## src/rtl/fios_res_collector_if.sv

```systemverilog
// fios_res_collector_if: limb stream in, reduced-result handshake out, for the FIOS result collector
interface fios_res_collector_if #(parameter int s = 8);
  localparam int W = 17 * s;
  logic          res_valid_i;
  logic [16:0]   res_i;
  logic [W-1:0]  p_i;
  logic [W-1:0]  res_o;
  logic          res_valid_o;
  logic          res_ready_i;
  logic          busy_o;
  logic          overrun_o;
  modport master (
    output res_valid_i, res_i, p_i, res_ready_i,
    input  res_o, res_valid_o, busy_o, overrun_o
  );
  modport slave (
    input  res_valid_i, res_i, p_i, res_ready_i,
    output res_o, res_valid_o, busy_o, overrun_o
  );
endinterface

```

## src/rtl/fios_res_collector.sv

```systemverilog
// fios_res_collector: reassembles FIOS result limbs and applies the final conditional subtraction of p
module fios_res_collector #(parameter int s = 8) (
  input logic clock_i,
  input logic reset_i,
  fios_res_collector_if.slave bus
);
  localparam int W  = 17 * s;
  localparam int CW = s > 1 ? $clog2(s) : 1;
  typedef enum logic [1:0] {C, S, O} state_t;
  state_t state_q, state_d;
  logic [CW-1:0] idx_q, idx_d, k_q, k_d;
  logic [W-1:0] acc_q, acc_d, diff_q, diff_d, res_q, res_d, fin;
  logic borrow_q, borrow_d, ovr_q, ovr_d, take, last_k;
  logic [17:0] sub;
  always_ff @(posedge clock_i) begin
    if (reset_i) state_q <= C;
    else state_q <= state_d;
  end
  always_comb begin
    last_k  = k_q == CW'(s - 1);
    state_d = state_q == C ? (bus.res_valid_i && idx_q == CW'(s - 1) ? S : C) :
              state_q == S ? (last_k ? O : S) :
              (bus.res_ready_i ? C : O);
  end
  always_comb begin
    bus.res_valid_o = state_q == O;
    bus.busy_o      = state_q != C || idx_q != '0;
    bus.res_o       = res_q;
    bus.overrun_o   = ovr_q;
  end
  // One limb of acc - p per cycle; the top limb is spliced in unregistered so the select happens on the last cycle
  always_comb begin
    sub  = {1'b0, acc_q[17*k_q +: 17]} - {1'b0, bus.p_i[17*k_q +: 17]} - {17'd0, borrow_q};
    fin  = diff_q;
    fin[W-1 -: 17] = sub[16:0];
    take = state_q == C && bus.res_valid_i;
    idx_d = take ? (idx_q == CW'(s - 1) ? '0 : idx_q + 1'b1) : idx_q;
    acc_d = acc_q;
    if (take) acc_d[17*idx_q +: 17] = bus.res_i;
    diff_d = diff_q;
    if (state_q == S) diff_d[17*k_q +: 17] = sub[16:0];
    k_d      = state_q == S && !last_k ? k_q + 1'b1 : '0;
    borrow_d = state_q == S ? sub[17] : 1'b0;
    res_d    = state_q == S && last_k ? (sub[17] ? acc_q : fin) : res_q;
    ovr_d    = ovr_q | (bus.res_valid_i && state_q != C);
  end
  always_ff @(posedge clock_i) begin
    if (reset_i) begin
      idx_q    <= '0;
      k_q      <= '0;
      acc_q    <= '0;
      diff_q   <= '0;
      res_q    <= '0;
      borrow_q <= 1'b0;
      ovr_q    <= 1'b0;
    end else begin
      idx_q    <= idx_d;
      k_q      <= k_d;
      acc_q    <= acc_d;
      diff_q   <= diff_d;
      res_q    <= res_d;
      borrow_q <= borrow_d;
      ovr_q    <= ovr_d;
    end
  end
endmodule

```

## src/flat_wrapper.sv

```systemverilog
// flat-port wrapper written by rule: the top's interface ports become plain ports
module fios_res_collector_flat 
#(parameter int s = 8)
  (clock_i, reset_i, bus_res_valid_i, bus_res_i, bus_p_i, bus_res_ready_i, bus_res_o, bus_res_valid_o, bus_busy_o, bus_overrun_o);
  fios_res_collector_if #(.s(s)) bus_i ();
  input logic clock_i;
  input logic reset_i;
  input wire logic [$bits(bus_i.res_valid_i)-1:0] bus_res_valid_i;
  input wire logic [$bits(bus_i.res_i)-1:0] bus_res_i;
  input wire logic [$bits(bus_i.p_i)-1:0] bus_p_i;
  input wire logic [$bits(bus_i.res_ready_i)-1:0] bus_res_ready_i;
  output wire logic [$bits(bus_i.res_o)-1:0] bus_res_o;
  output wire logic [$bits(bus_i.res_valid_o)-1:0] bus_res_valid_o;
  output wire logic [$bits(bus_i.busy_o)-1:0] bus_busy_o;
  output wire logic [$bits(bus_i.overrun_o)-1:0] bus_overrun_o;
  assign bus_i.res_valid_i = bus_res_valid_i;
  assign bus_i.res_i = bus_res_i;
  assign bus_i.p_i = bus_p_i;
  assign bus_i.res_ready_i = bus_res_ready_i;
  assign bus_res_o = bus_i.res_o;
  assign bus_res_valid_o = bus_i.res_valid_o;
  assign bus_busy_o = bus_i.busy_o;
  assign bus_overrun_o = bus_i.overrun_o;
  fios_res_collector #(.s(s)) u_core (.clock_i(clock_i), .reset_i(reset_i), .bus(bus_i));
endmodule
```

## config.mk

```make
export PLATFORM = sky130hd
export DESIGN_NAME = fios_res_collector_flat
export DESIGN_NICKNAME = d
export VERILOG_FILES = /design/src/rtl/fios_res_collector_if.sv /design/src/rtl/fios_res_collector.sv /design/src/flat_wrapper.sv
export SDC_FILE = /design/constraint.sdc
export NUM_CORES = 1
export LEC_CHECK = 0
export CAP_MARGIN = 0
export CORE_ASPECT_RATIO = 0.5
export CORE_MARGIN = 5
export CORE_UTILIZATION = 49
export DETAILED_ROUTE_END_ITERATION = 10
export GPL_TIMING_DRIVEN = 0
export MAX_ROUTING_LAYER = met4
export PLACE_DENSITY = 0.77
export SKIP_CTS_REPAIR_TIMING = 1
export SYNTH_ARGS = -nofsm -noshare
export SYNTH_HDL_FRONTEND = slang
export SYNTH_SLANG_ARGS = --single-unit
```

## constraint.sdc

```tcl
create_clock -name clock_i -period 5 [get_ports clock_i]
set_input_delay 1 -clock clock_i [delete_from_list [all_inputs] [get_ports clock_i]]
set_output_delay 1 -clock clock_i [all_outputs]
set_load 0.01 [all_outputs]
```

==> results of run 1 <==
==> synth_stat cells (3+ instances only) <==
| cell type | n | share of area (%) |
|---|---|---|
| a21oi_1 | 342 | 9.2 |
| and2_1 | 16 | 0.54 |
| dfxtp_1 | 401 | 43 |
| mux2i_1 | 170 | 9.1 |
| nor3_1 | 10 | 0.27 |
| o21ai_0 | 103 | 2.8 |
| nand2_1 | 324 | 6.5 |
| nor4_1 | 3 | 0.10 |
| and3_1 | 6 | 0.20 |
| inv_1 | 44 | 0.89 |
| nor2b_1 | 3 | 0.10 |
| buf_4 | 11 | 0.44 |
| mux2_2 | 16 | 0.97 |
| a21o_1 | 5 | 0.20 |
| buf_1 | 14 | 0.28 |
| nor2_1 | 97 | 2.0 |
| nand2b_1 | 6 | 0.20 |
| xor2_1 | 4 | 0.19 |
| mux4_2 | 67 | 8.1 |
| xnor2_1 | 13 | 0.61 |
| nand4_1 | 4 | 0.13 |
| clkbuf_1 | 164 | 3.3 |
| a211oi_1 | 43 | 1.7 |
| buf_2 | 3 | 0.081 |
| ha_1 | 42 | 2.8 |
| nand3_1 | 141 | 3.8 |
| o21bai_1 | 3 | 0.12 |
| a22oi_1 | 16 | 0.65 |
==> layer usage <==
metal	vias to the layer above	routed length, um	part of all wire, %
met5	-	0	0
met4	0	2780	3.5
met3	200	14300	18
met2	1332	31500	40
met1	8737	31200	39
li1	8053	-	-
==> cell type report <==
class / instances / area (um2) / share of cell area (%)
sequential: 401 / 8030 / 33.8
clock buffer: 50 / 1080 / 4.53
timing repair buffer: 287 / 2900 / 12.2
inverter: 44 / 165 / 0.695
buffer: 192 / 878 / 3.70
clock inverter: 16 / 195 / 0.822
multi-input combinational: 1465 / 9890 / 41.6
tap: 494 / 618 / 2.60
==> worst max-delay path, stage by stage, from the launching register on <==
cell and delay (ps):
dfxtp_2 430, buf_6 210, buf_8 240, buf_6 220
mux4_2 540, mux2i_1 410, ha_1 230, inv_1 40
ha_1 520, nand4_1 240, nor2_1 150, nor2_1 50
a21oi_1 280, xor2_2 300, buf_6 250, buf_4 260
mux2i_2 330, a21oi_1 110
==> how the worst max path moves through the flow <==
stage / endpoint / cells after the start / slack, ps
2_1_floorplan: u_core.bus.res_o[24]$_SDFFE_PP0P_ / 18 / 320
3_3_place_gp: u_core.bus.res_o[133]$_SDFFE_PP0P_ / 16 / -2220
3_5_place_dp: u_core.diff_q[32]$_SDFFE_PP0P_ / 17 / -1650
4_1_cts: u_core.diff_q[32]$_SDFFE_PP0P_ / 17 / -1700
5_1_grt: u_core.bus.res_o[88]$_SDFFE_PP0P_ / 18 / -40
6_report: u_core.bus.res_o[88]$_SDFFE_PP0P_ / 17 / -20
==> registers in the layout, indices dropped and copies added (netlist names) <==
signal,flops
u_core.bus.overrun_o,1
u_core.acc_q,136
u_core.bus.res_o,136
u_core.state_q,2
u_core.idx_q,3
u_core.k_q,3
u_core.diff_q,119
u_core.borrow_q,1
==> per-stage QoR <==
step | area (um2) | std cells | TNS, ps
global placement | 22000 | 2875 | -335440
global route | 23800 | 2949 | -168
detailed placement | 22200 | 2885 | -273320
CTS | 23500 | 2951 | -282180
floorplan | 18600 | 2104 | 0
finish | 23800 | 2949 | -37.2
==> power by group <==
part / internal [mW] / switching [mW] / leakage, nW
clock: 1.69 / 1.34 / 0.615
combinational: 0.644 / 1.17 / 4.39
sequential: 3.21 / 0.0201 / 3.23
==> kinds of logic after synthesis <==
kind of cell / after synthesis / share of synthesized area (%)
compound gates: 530 / 15.4
xor+xnor: 17 / 0.800
fa+ha+maj: 44 / 3.04
buf+inv: 238 / 5.12
flops: 401 / 43.1
mux: 253 / 18.2
simple gates: 621 / 14.3
==> flow_summary.yaml, run 1 <==
sta:
  min_period_over_period_pct: 100
  fin_skew_ps: 32.8
  worst_slack_ps: -18.6
  slew_viol_final: 0
  setup-violations-final: 2
  max_freq_mhz: 199
  final_hold_viol_count: 0
  period_minus_slack_ps: 5020
  timing.hold.ws_ps: 457
  tightest_slew_ps: 1490
  relSlewSlack_pct: 0.0508
place:
  post-dp-hpwl_um: 60600
  io_buffers: 277
  gp_congestion: 1.07
  preCtsSetupSlack_ps: -1650
global_routing:
  grt_max_degree: 17
  grt_remaining_overflow: 0
  grtUsageMet3_pct: 17.1
  grtUsageMet2_pct: 49.9
  grt_pass1_vias: 16800
  grt_pass1_wl_um: 112000
  gr-usage-met1_pct: 49.8
  antenna_found_initial: 1
  grt_busiest_layer: "met2"
  grt.total_usage_pct: 37.0
hold_path:
  min_path_type: "register to register"
  holdPathEnd: "u_core.diff_q[100]$_SDFFE_PP0P_"
  hold_depth: 2
  hp-start: "u_core.diff_q[100]$_SDFFE_PP0P_"
logic_synthesis:
  postSynthCellCount: 2104
  syn_area_per_cell_um2: 8.85
  synth_seq_cells: 401
  ys.flop_type: "dfxtp_1"
  synth_edf_count: 0
  yosys_warnings: 0
  synth_nets: 2305
  async_reset_ff_share_pct: 0
  synth.distinct_cells: 52
  syn_area_um2: 18600
  synth-seq-area-share_pct: 43.1
route:
  ant_nets: 0
  first_pass_iters: 7
  vias: 18300
  drc: 0
  wl_um: 79800
  wl_per_cell_um: 27.1
  drt_iter0_drc: 2959
  viasPerCell: 6.21
worst_setup_path:
  cp.required_ps: 5420
  worstRegToRegCells: 17
  startpoint: "u_core.k_q[0]$_SDFF_PP0_"
  r2r_end: "u_core.bus.res_o[88]$_SDFFE_PP0P_"
  worstPathMaxFanout: 10
  arrival_ps: 5440
  r2r-start: "u_core.k_q[0]$_SDFF_PP0_"
  start_kind: "register"
  path_class: "register to register"
  end_kind: "register"
  worst-r2r-setup-slack_ps: -20
die:
  io_pins: 296
  die_w_um: 286
  fp.dieH_um: 148
  core_area_um2: 37500
  start_util_pct: 49.7
  dieArea_um2: 42200
  rows: 50
clocking:
  h-tree-depth: 2
  ctsLongestPathBuffers: 3
  path_clk_slew_ps: 70
  tritoncts: "done"
  cts_buffers: 38
  clock_tree.root_cell: "clkbuf_16"
  cts.sinks: 401
  clk_latency_ps: 580
power:
  total_power_mw: 8.07
  p_per_area_nw_per_um2: 340
  leakage_nw: 8.24
  vdd_drop_max_uv: 182
finish:
  layout_commonest_cell: "dfxtp_1"
  n_fill_cell: 3157
  final_cell_mix: "dfxtp_1, a21oi_1, nand2_1"
  drive_above_1_share_pct: 9.33
  fin_nets: 2630
  post-route-util_pct: 63.4
  area_growth_pct: 27.6
  n_antenna_cell: 0
run:
  max_cap_violations: 1
run_status:
  status: "finished, violations left"
  violations: "capacitance limit, setup timing"
Note: power is estimated with default switching activity, not from simulation.
==> run 2: changes to the inputs <==
--- a/config.mk
+++ b/config.mk
@@ -6,13 +6,15 @@
 export NUM_CORES = 1
 export LEC_CHECK = 0
 export CAP_MARGIN = 0
+export CELL_PAD_IN_SITES_DETAIL_PLACEMENT = 0
+export CELL_PAD_IN_SITES_GLOBAL_PLACEMENT = 1
 export CORE_ASPECT_RATIO = 0.5
 export CORE_MARGIN = 5
-export CORE_UTILIZATION = 49
+export CORE_UTILIZATION = 37
 export DETAILED_ROUTE_END_ITERATION = 10
 export GPL_TIMING_DRIVEN = 0
 export MAX_ROUTING_LAYER = met4
-export PLACE_DENSITY = 0.77
+export PLACE_DENSITY_LB_ADDON = 0.1
 export SKIP_CTS_REPAIR_TIMING = 1
 export SYNTH_ARGS = -nofsm -noshare
 export SYNTH_HDL_FRONTEND = slang
==> run 2 against run 1 <==
Compared with the run above:
- the flow now finishes without violations
- clock skew decreased by 14 ps
- clock-buffer cell count increased by 7
- sequential share of layout area decreased by 0.62 points
- hold slack got worse by 3.5 ps
- combinational power increased by 7%
- largest cell class unchanged
- highest routed layer unchanged
==> flow_summary.yaml, run 2 (synthesis results as in run 1) <==
run_status:
  status: "complete, no violations"
finish:
  layoutNonFillerInstCount: 3131
  area_growth_pct: 30.0
  multi_input_area_um2: 9940
  seqCellArea_um2: 8030
  n_fill_cell: 4929
  drive_above_1_share_pct: 9.78
  fin_nets: 2637
  final_cell_mix: "dfxtp_1, a21oi_1, nand2_1"
  layout_commonest_cell: "dfxtp_1"
sta:
  max_freq_mhz: 206
  tns_ps: 0
  slew_viol_final: 0
  min_period_over_period_pct: 96.9
  period_minus_slack_ps: 4840
  relSlewSlack_pct: 8.09
  tightest_slew_ps: 1380
  final_hold_viol_count: 0
  setup-violations-final: 0
  fin_skew_ps: 19.2
route:
  ant_nets: 0
  vias: 17800
  viasPerCell: 5.67
  drt_iter0_drc: 2035
  wl_per_cell_um: 27.3
  drc: 0
  wl_um: 85600
  first_pass_iters: 6
run:
  max_cap_violations: 0
worst_setup_path:
  start_kind: "register"
  worst-r2r-setup-slack_ps: 160
  crit_family: "buffers and inverters"
  cp.required_ps: 5410
  path_cells: "buf_6, buf_12, buf_6, mux4_2, mux2i_4, ha_1, inv_1, ha_1, nand2_1, o21a_1, o21ai_1, nor3_2, a21oi_2, xor2_2, buf_4, buf_6, buf_4, mux2i_2, a21oi_1"
  arrival_ps: 5250
  worstRegToRegCells: 19
  path_depth: 19
  crit_top_cell: "buf_6"
  worstPathMaxFanout: 10
  end_kind: "register"
  r2r_end: "u_core.bus.res_o[1]$_SDFFE_PP0P_"
  cp_num_buf_inv: 7
  path_class: "register to register"
  r2r-start: "u_core.k_q[0]$_SDFF_PP0_"
  slowest_stage: "mux4_2"
  max_stage_delay_ps: 590
global_routing:
  antenna_found_initial: 9
  grt_pass1_wl_um: 118000
  grt.total_usage_pct: 30.6
  grt_remaining_overflow: 0
  grt_max_degree: 15
  grt_pass1_vias: 16300
die:
  start_util_pct: 37.2
  die_w_um: 327
  rows: 58
  io_pins: 296
  core_area_um2: 50000
  dieArea_um2: 55200
  fp.dieH_um: 169
clocking:
  h-tree-depth: 2
  tritoncts: "done"
  ctsLongestPathBuffers: 3
  clock_tree.root_cell: "clkbuf_16"
  cts.sinks: 401
  clk_latency_ps: 560
  cts_buffers: 39
  path_clk_slew_ps: 70
power:
  vdd_drop_max_uv: 225
  leakage_nw: 8.32
  total_power_mw: 8.34
  p_per_area_nw_per_um2: 345
place:
  gp_congestion: 0.970
  io_buffers: 277
  numPlacedInstances: 3053
  post-dp-hpwl_um: 66000
hold_path:
  hp-start: "u_core.diff_q[6]$_SDFFE_PP0P_"
  hold_depth: 2
  holdPathEnd: "u_core.diff_q[6]$_SDFFE_PP0P_"
  min_path_type: "register to register"
## run 2: cell types whose count changed in the layout (fill, tap and decap cells not counted), moves of 3 or more
cell	change
buf_8	+4
clkinvlp_4	-3
mux2i_1	-6
diode_2	+6
mux2i_4	+4
clkbuf_1	+4
buf_12	+3
clkbuf_8	+3
## run 2: how the worst max path moves through the flow
stage / start / endpoint / slack [ps]
after CTS: u_core.k_q[0]$_SDFF_PP0_ / u_core.bus.res_o[51]$_SDFFE_PP0P_ / -2050
after detailed placement: u_core.k_q[0]$_SDFF_PP0_ / u_core.bus.res_o[16]$_SDFFE_PP0P_ / -2020
after global placement: u_core.k_q[0]$_SDFF_PP0_ / u_core.bus.res_o[130]$_SDFFE_PP0P_ / -2620
final: u_core.k_q[0]$_SDFF_PP0_ / u_core.bus.res_o[1]$_SDFFE_PP0P_ / 160
after floorplan: u_core.k_q[0]$_SDFF_PP0_ / u_core.bus.res_o[24]$_SDFFE_PP0P_ / 320
after global routing: u_core.k_q[0]$_SDFF_PP0_ / u_core.bus.res_o[88]$_SDFFE_PP0P_ / -10
## run 2: final cells by class
class                   instances  share of cell area (%)
clock buffers                  57                    4.77
multi-input cells            1465                    41.1
plain buffers                 193                    3.72
diodes                          6                  0.0620
clock inverters                13                   0.770
repair buffers                292                    12.4
flip-flops and latches        401                    33.2
inverters                      44                   0.682
well taps                     660                    3.41
## run 2: worst min-delay path: stages (launching register included)
cell and delay [ps]:
dfxtp_1 310, nand2_1 50, a21oi_1 50
## run 2: per-layer routing
layer / track usage [%] / wire [um]
met1: 42.9 / 38200
met3: 14.5 / 12700
met4: 6.31 / 1680
met5: - / 0
met2: 39.9 / 33100
## run 2: power by group
| group | leakage, nW | switching [mW] | total (mW) | internal [mW] |
|---|---|---|---|---|
| clock | 0.659 | 1.35 | 3.17 | 1.82 |
| combinational | 4.43 | 1.24 | 1.94 | 0.698 |
| sequential | 3.23 | 0.0220 | 3.23 | 3.21 |
| total | 8.32 | 2.61 | 8.34 | 5.72 |
## run 2: per-stage QoR
stage          worst slack, ps  util, %  cell area, um2  hold slack (ps)
5_1_grt                  -10.7     48.4           24200              468
4_1_cts                  -2050     47.6           23800              455
6_report                   157     48.4           24200              453
3_3_place_gp             -2620     44.4           22200              440
3_5_place_dp             -2020     45.0           22500              446
2_1_floorplan              319        -           18600              432
